$ cat src/rtl/serial_word_bridge.sv
// rtl/serial_word_bridge.sv - word-to-beat bridge: serialises writes and assembles reads over a narrow addressed bus
module serial_word_bridge #(
  parameter int unsigned       BUS_W     = 8,
  parameter int unsigned       WORD_W    = 32,
  parameter int unsigned       ADDR_W    = 8,
  parameter logic [ADDR_W-1:0] IDLE_ADDR = '1,
  parameter bit                MSB_FIRST = 1'b0,
  parameter int unsigned       TIMEOUT   = 255
) (
  input  logic              clk,
  input  logic              rst,
  input  logic              rd_req,
  input  logic              wr_req,
  input  logic [ADDR_W-1:0] base_addr,
  input  logic [WORD_W-1:0] wr_word,
  input  logic [BUS_W-1:0]  bus_in,
  input  logic              bus_valid_in,
  input  logic              bus_ready_in,
  output logic [BUS_W-1:0]  bus_out,
  output logic              bus_valid_out,
  output logic [ADDR_W-1:0] bus_addr,
  output logic [WORD_W-1:0] rd_word,
  output logic              rd_done,
  output logic              wr_done,
  output logic              busy,
  output logic              err
);

  localparam int unsigned BEATS  = WORD_W / BUS_W;
  localparam int unsigned BEAT_W = (BEATS > 1) ? $clog2(BEATS) : 1;
  localparam int unsigned IDLE_W = (TIMEOUT > 1) ? $clog2(TIMEOUT + 1) : 1;
  localparam logic [BEAT_W-1:0] LAST_BEAT  = BEAT_W'(BEATS - 1);
  localparam logic [IDLE_W-1:0] IDLE_LIMIT = IDLE_W'((TIMEOUT > 0) ? (TIMEOUT - 1) : 0);

  typedef enum logic [1:0] {
    IDLE = 2'd0,
    RD   = 2'd1,
    WR   = 2'd2
  } state_t;

  state_t              state_q;
  logic [ADDR_W-1:0]   base_q;
  logic [WORD_W-1:0]   wdata_q;
  logic [WORD_W-1:0]   asm_q;
  logic [BEAT_W-1:0]   beat_q;
  logic [IDLE_W-1:0]   idle_q;

  logic [BEAT_W-1:0]   beat_nxt;
  logic                is_last;
  logic [WORD_W-1:0]   asm_nxt;
  logic [ADDR_W-1:0]   addr_nxt;
  logic [BUS_W-1:0]    out_nxt;
  logic [BUS_W-1:0]    out_first;
  logic                stall_expired;

  // Bit lane carried by a given beat number.
  function automatic int unsigned lane_of(input logic [BEAT_W-1:0] beat);
    int unsigned b;
    b = 32'(beat);
    return MSB_FIRST ? (BEATS - 1 - b) : b;
  endfunction

  always_comb begin
    beat_nxt      = beat_q + BEAT_W'(1);
    is_last       = (beat_q == LAST_BEAT);
    asm_nxt       = asm_q;
    asm_nxt[lane_of(beat_q)*BUS_W +: BUS_W] = bus_in;
    addr_nxt      = base_q + ADDR_W'(beat_nxt);
    out_nxt       = wdata_q[lane_of(beat_nxt)*BUS_W +: BUS_W];
    out_first     = wr_word[lane_of(BEAT_W'(0))*BUS_W +: BUS_W];
    stall_expired = (TIMEOUT != 0) && (idle_q == IDLE_LIMIT);
  end

  always_ff @(posedge clk or posedge rst) begin
    if (rst) begin
      state_q       <= IDLE;
      base_q        <= '0;
      wdata_q       <= '0;
      asm_q         <= '0;
      beat_q        <= '0;
      idle_q        <= '0;
      bus_out       <= '0;
      bus_valid_out <= 1'b0;
      bus_addr      <= IDLE_ADDR;
      rd_word       <= '0;
      rd_done       <= 1'b0;
      wr_done       <= 1'b0;
      busy          <= 1'b0;
      err           <= 1'b0;
    end else begin
      rd_done <= 1'b0;
      wr_done <= 1'b0;
      err     <= 1'b0;
      unique case (state_q)
        IDLE: begin
          if (wr_req) begin
            state_q       <= WR;
            base_q        <= base_addr;
            wdata_q       <= wr_word;
            beat_q        <= '0;
            idle_q        <= '0;
            bus_addr      <= base_addr;
            bus_out       <= out_first;
            bus_valid_out <= 1'b1;
            busy          <= 1'b1;
          end else if (rd_req) begin
            state_q  <= RD;
            base_q   <= base_addr;
            asm_q    <= '0;
            beat_q   <= '0;
            idle_q   <= '0;
            bus_addr <= base_addr;
            busy     <= 1'b1;
          end
        end

        RD: begin
          if (bus_valid_in) begin
            idle_q <= '0;
            asm_q  <= asm_nxt;
            if (is_last) begin
              rd_word  <= asm_nxt;
              rd_done  <= 1'b1;
              busy     <= 1'b0;
              beat_q   <= '0;
              bus_addr <= IDLE_ADDR;
              state_q  <= IDLE;
            end else begin
              beat_q   <= beat_nxt;
              bus_addr <= addr_nxt;
            end
          end else if (stall_expired) begin
            // Abort keeps the previous rd_word; the partial assembly is discarded.
            err      <= 1'b1;
            busy     <= 1'b0;
            beat_q   <= '0;
            idle_q   <= '0;
            bus_addr <= IDLE_ADDR;
            state_q  <= IDLE;
          end else if (TIMEOUT != 0) begin
            idle_q <= idle_q + IDLE_W'(1);
          end
        end

        WR: begin
          if (bus_ready_in) begin
            idle_q <= '0;
            if (is_last) begin
              wr_done       <= 1'b1;
              busy          <= 1'b0;
              bus_valid_out <= 1'b0;
              bus_out       <= '0;
              beat_q        <= '0;
              bus_addr      <= IDLE_ADDR;
              state_q       <= IDLE;
            end else begin
              beat_q   <= beat_nxt;
              bus_addr <= addr_nxt;
              bus_out  <= out_nxt;
            end
          end else if (stall_expired) begin
            err           <= 1'b1;
            busy          <= 1'b0;
            bus_valid_out <= 1'b0;
            bus_out       <= '0;
            beat_q        <= '0;
            idle_q        <= '0;
            bus_addr      <= IDLE_ADDR;
            state_q       <= IDLE;
          end else if (TIMEOUT != 0) begin
            idle_q <= idle_q + IDLE_W'(1);
          end
        end

        default: begin
          state_q       <= IDLE;
          busy          <= 1'b0;
          bus_valid_out <= 1'b0;
          bus_addr      <= IDLE_ADDR;
        end
      endcase
    end
  end

endmodule

$ cat config.mk
export PLATFORM = sky130hd
export DESIGN_NAME = serial_word_bridge
export DESIGN_NICKNAME = d
export VERILOG_FILES = /design/src/rtl/serial_word_bridge.sv
export SDC_FILE = /design/constraint.sdc
export NUM_CORES = 1
export LEC_CHECK = 0
export CELL_PAD_IN_SITES_DETAIL_PLACEMENT = 0
export CELL_PAD_IN_SITES_GLOBAL_PLACEMENT = 1
export CORE_ASPECT_RATIO = 1.5
export CORE_MARGIN = 5
export CORE_UTILIZATION = 44
export CTS_BUF_LIST = sky130_fd_sc_hd__clkbuf_2 sky130_fd_sc_hd__clkbuf_4 sky130_fd_sc_hd__clkbuf_8
export CTS_CLUSTER_DIAMETER = 40
export DETAILED_ROUTE_END_ITERATION = 10
export PLACE_DENSITY = 0.89
export SLEW_MARGIN = 20
export SYNTH_ARGS = -nofsm -noshare
export SYNTH_HDL_FRONTEND = slang
export SYNTH_SLANG_ARGS = --single-unit
$ cat constraint.sdc
create_clock -name clk -period 6 [get_ports clk]
set_clock_uncertainty 0.2 [all_clocks]
set_input_delay 0.9 -clock clk [delete_from_list [all_inputs] [get_ports clk]]
set_output_delay 0.9 -clock clk [all_outputs]
set_load 0.02 [all_outputs]
==> results.md <==
* Setup violators final at 0
* Post-synth top area share at 49.9%
* Yosys reg bits at 137
* Ys async rst share at 100%
* H-tree Lvls at 4
* Worst-Margin Slew at 1020 ps
* Area leader, netlist: dfrtp_1
* Commonest non-fill, non-tap cell in the layout: dfrtp_1
* Maximum vdd drop at around 0.29 mV
* Post-CTS Hold Fix Bufs at 0
* Layout area overhead at 25.1%
* Fill count at around 1,300
* Grt ovf at 0
* Final hold viol count at 0
* Power Density at 438 nW/um^2
* Sequential area share after synthesis at 53.2%
* Synthesized cell area at roughly 6500 sq um
* Max frequency at 247 MHz
* Clk slew on worst S/H paths at approximately 80 ps
* Yosys warnings at 0
* Routed vias/inst at roughly 5.4
* GRT Total Usage at 18.7%
* Die height at 158 microns
* Drt wl/cell at 17.3 microns
* First-pass GRT wire length at 25,100 microns
* CTS tree: done
* Initial antenna violation count at 0
* Cell variety after synth at 56
* Met1 WL at between 6000 and 7000 microns
* Fin Setup TNS at 0 ps
* Core ar. at roughly 15,000 sq um
* Lkg Pwr at 0.00349 uW
* Crit path required time at 6160 ps
* Largest net degree at the start of global routing at about 80
* Total CTS buffers at 17
* CTS root buf: clkbuf_8
* # DRC at 0
* Setup bufs post-CTS at 0
* Startpoint class of the critical path: flip-flop
* Met2 routed WL at 8100 microns
* Slew Viols, Final at 0
* Worst Reg-to-Reg Cells at 9
* Final #Nets at 751
* Die ar. at 17,300 sq um
* Top routing layer used: met4
* Ant diodes at 0
* Syn avg cell area at 11.0 sq um
* Met3 wire len at between 700 and 800 microns
* Gate Count Post-Synth at 586
* Antenna-violating nets left at 0
* Post-route clock period utilization at 67.5%
* Hold path depth at 2
* Worst hold slack at 281 ps
* Max FO, Critical Path at 17
* Placer Congestion at 0.850
* Max-slew headroom at 31.9%
* Pre-antenna DRT Iters at 4
* Detailed placement HPWL at 11,200 microns
* Vias in the first global route at 4,968
* Vias at 4,799
* Initial Util at ~45%
* Most frequent cells in the layout: dfrtp_1, clkdlybuf4s50_1, nand2_1
* MaxCap Viol Count at 0
* Tmin final at between 4000 and 5000 ps
* Bufs on Longest Clock Path at 2
* Most used DFF post-synth: dfrtp_1
* Setup crit end kind: flip-flop
* Status: completed
* Critical path arrival at approximately 4200 ps
* Die extent in x at 109 microns
* Final wirelength at 15,400 microns
* Post-synth EDFFs at 0
* RSZ-0062 raised after global routing: no
* Critical path type: flip-flop to flip-flop
* Later-pin clock latency in the skew report at 440 ps
* Io pins at 107
* Ratio of cells with drive above 1 in the final layout at 15.5%
* Std-Cell Rows at 54
* Main area contributors after synthesis: dfrtp_1, mux2_2, a22o_1
* Post-cts resize count at 0
* Clk sink count at approximately 140
* PortBufs at 106
* Hold/Removal Path Class: flip-flop to flip-flop
* Syn_nets at 655
* Final Total Pwr at 3540 uW
* Drt first-iter violations at 213
## synth_stat cells (all sizes together), types with 2 or more instances
cell type    n
ha          14
and4         2
o21a         3
and2         3
a2bb2oi      2
nor4         2
and3         6
nor4b        2
mux2        41
o2bb2ai      2
o21ai       53
xnor2        4
o31ai        4
mux4         8
nand2       55
a22o        34
nor2        17
nand3        6
dfstp        8
a21oi       42
buf          9
nor2b       34
a21o         4
dfrtp      129
inv         34
clkbuf      23
a31oi        5
nand4        7
nor3         5
o22ai        8
xor2         5
a41oi        2
## power breakdown
group / switching [uW] / internal [uW] / leakage [uW] / total [uW]
Combinational: 726 / 655 / 0.00151 / 1380
Sequential: 185 / 1180 / 0.00178 / 1370
Clock: 351 / 442 / 0.000209 / 793
## registers in the layout (all words and copies together) (netlist names)
register / flops
asm_q: 32
base_q: 8
beat_q: 2
bus_addr: 8
bus_out: 8
bus_valid_out: 1
busy: 1
err: 1
idle_q: 8
rd_done: 1
rd_word: 32
state_q: 2
wdata_q: 32
wr_done: 1
## layer usage
layer / vias up / track usage (%)
li1: 2265 / -
met1: 2371 / 22.7
met2: 144 / 32.7
met3: 19 / 4.26
met4: 0 / 5.90
met5: - / 0
## area by class of cell
type	instances	area (sq um)	area share [%]
clock buffers	21	277	3.42
multi-input cells	383	2770	34.2
well taps	196	245	3.03
repair buffers	109	1090	13.4
inverters	34	130	1.61
flip-flops and latches	137	3440	42.5
clock inverters	11	145	1.79
## critical path, stage by stage (launching register included)
cell and delay (ps):
dfrtp_1 940, inv_1 270, ha_1 780, inv_1 240
fa_1 480, nand3b_1 240, o21a_1 230, o31ai_1 290
a31oi_1 140, a2bb2oi_1 150
## path summary, 6_finish.rpt
path                                  start           to  slack, ps
max in group asynchronous               rst   bus_out[2]       4100
min in group asynchronous               rst  rd_word[23]        540
worst min-delay path            rd_word[20]  rd_word[20]        280
worst max register to register    beat_q[0]  bus_addr[6]       1950
worst min register to register  rd_word[20]  rd_word[20]        280
worst max-delay path              beat_q[0]  bus_addr[6]       1950
## stage by stage
| step | setup WS (ps) | instances | instance area, sq um | util [%] |
|---|---|---|---|---|
| 2_1_floorplan | 1250 | 586 | 6460 | - |
| 4_1_cts | 1900 | 891 | 8080 | 55.7 |
| 5_1_grt | 1510 | 891 | 8090 | 55.7 |
| 3_5_place_dp | 1910 | 859 | 7660 | 52.7 |
| 3_3_place_gp | 2110 | 859 | 7660 | 52.7 |
| 6_report | 1950 | 891 | 8090 | 55.7 |
## logic make-up (layout without fill, tap and decap cells)
family	Yosys count	count (layout)	share of synthesized area, %
AND/OR/NAND/NOR	145	145	12.4
AO/OA/AOI/OAI	165	165	16.2
adder cells (fa/ha/maj)	15	15	3.02
multiplexers	49	49	9.93
buffers and inverters	66	175	4.12
XOR/XNOR	9	9	1.22
flip-flops	137	137	53.2
No activity file was read; power rests on OpenSTA's default activity.
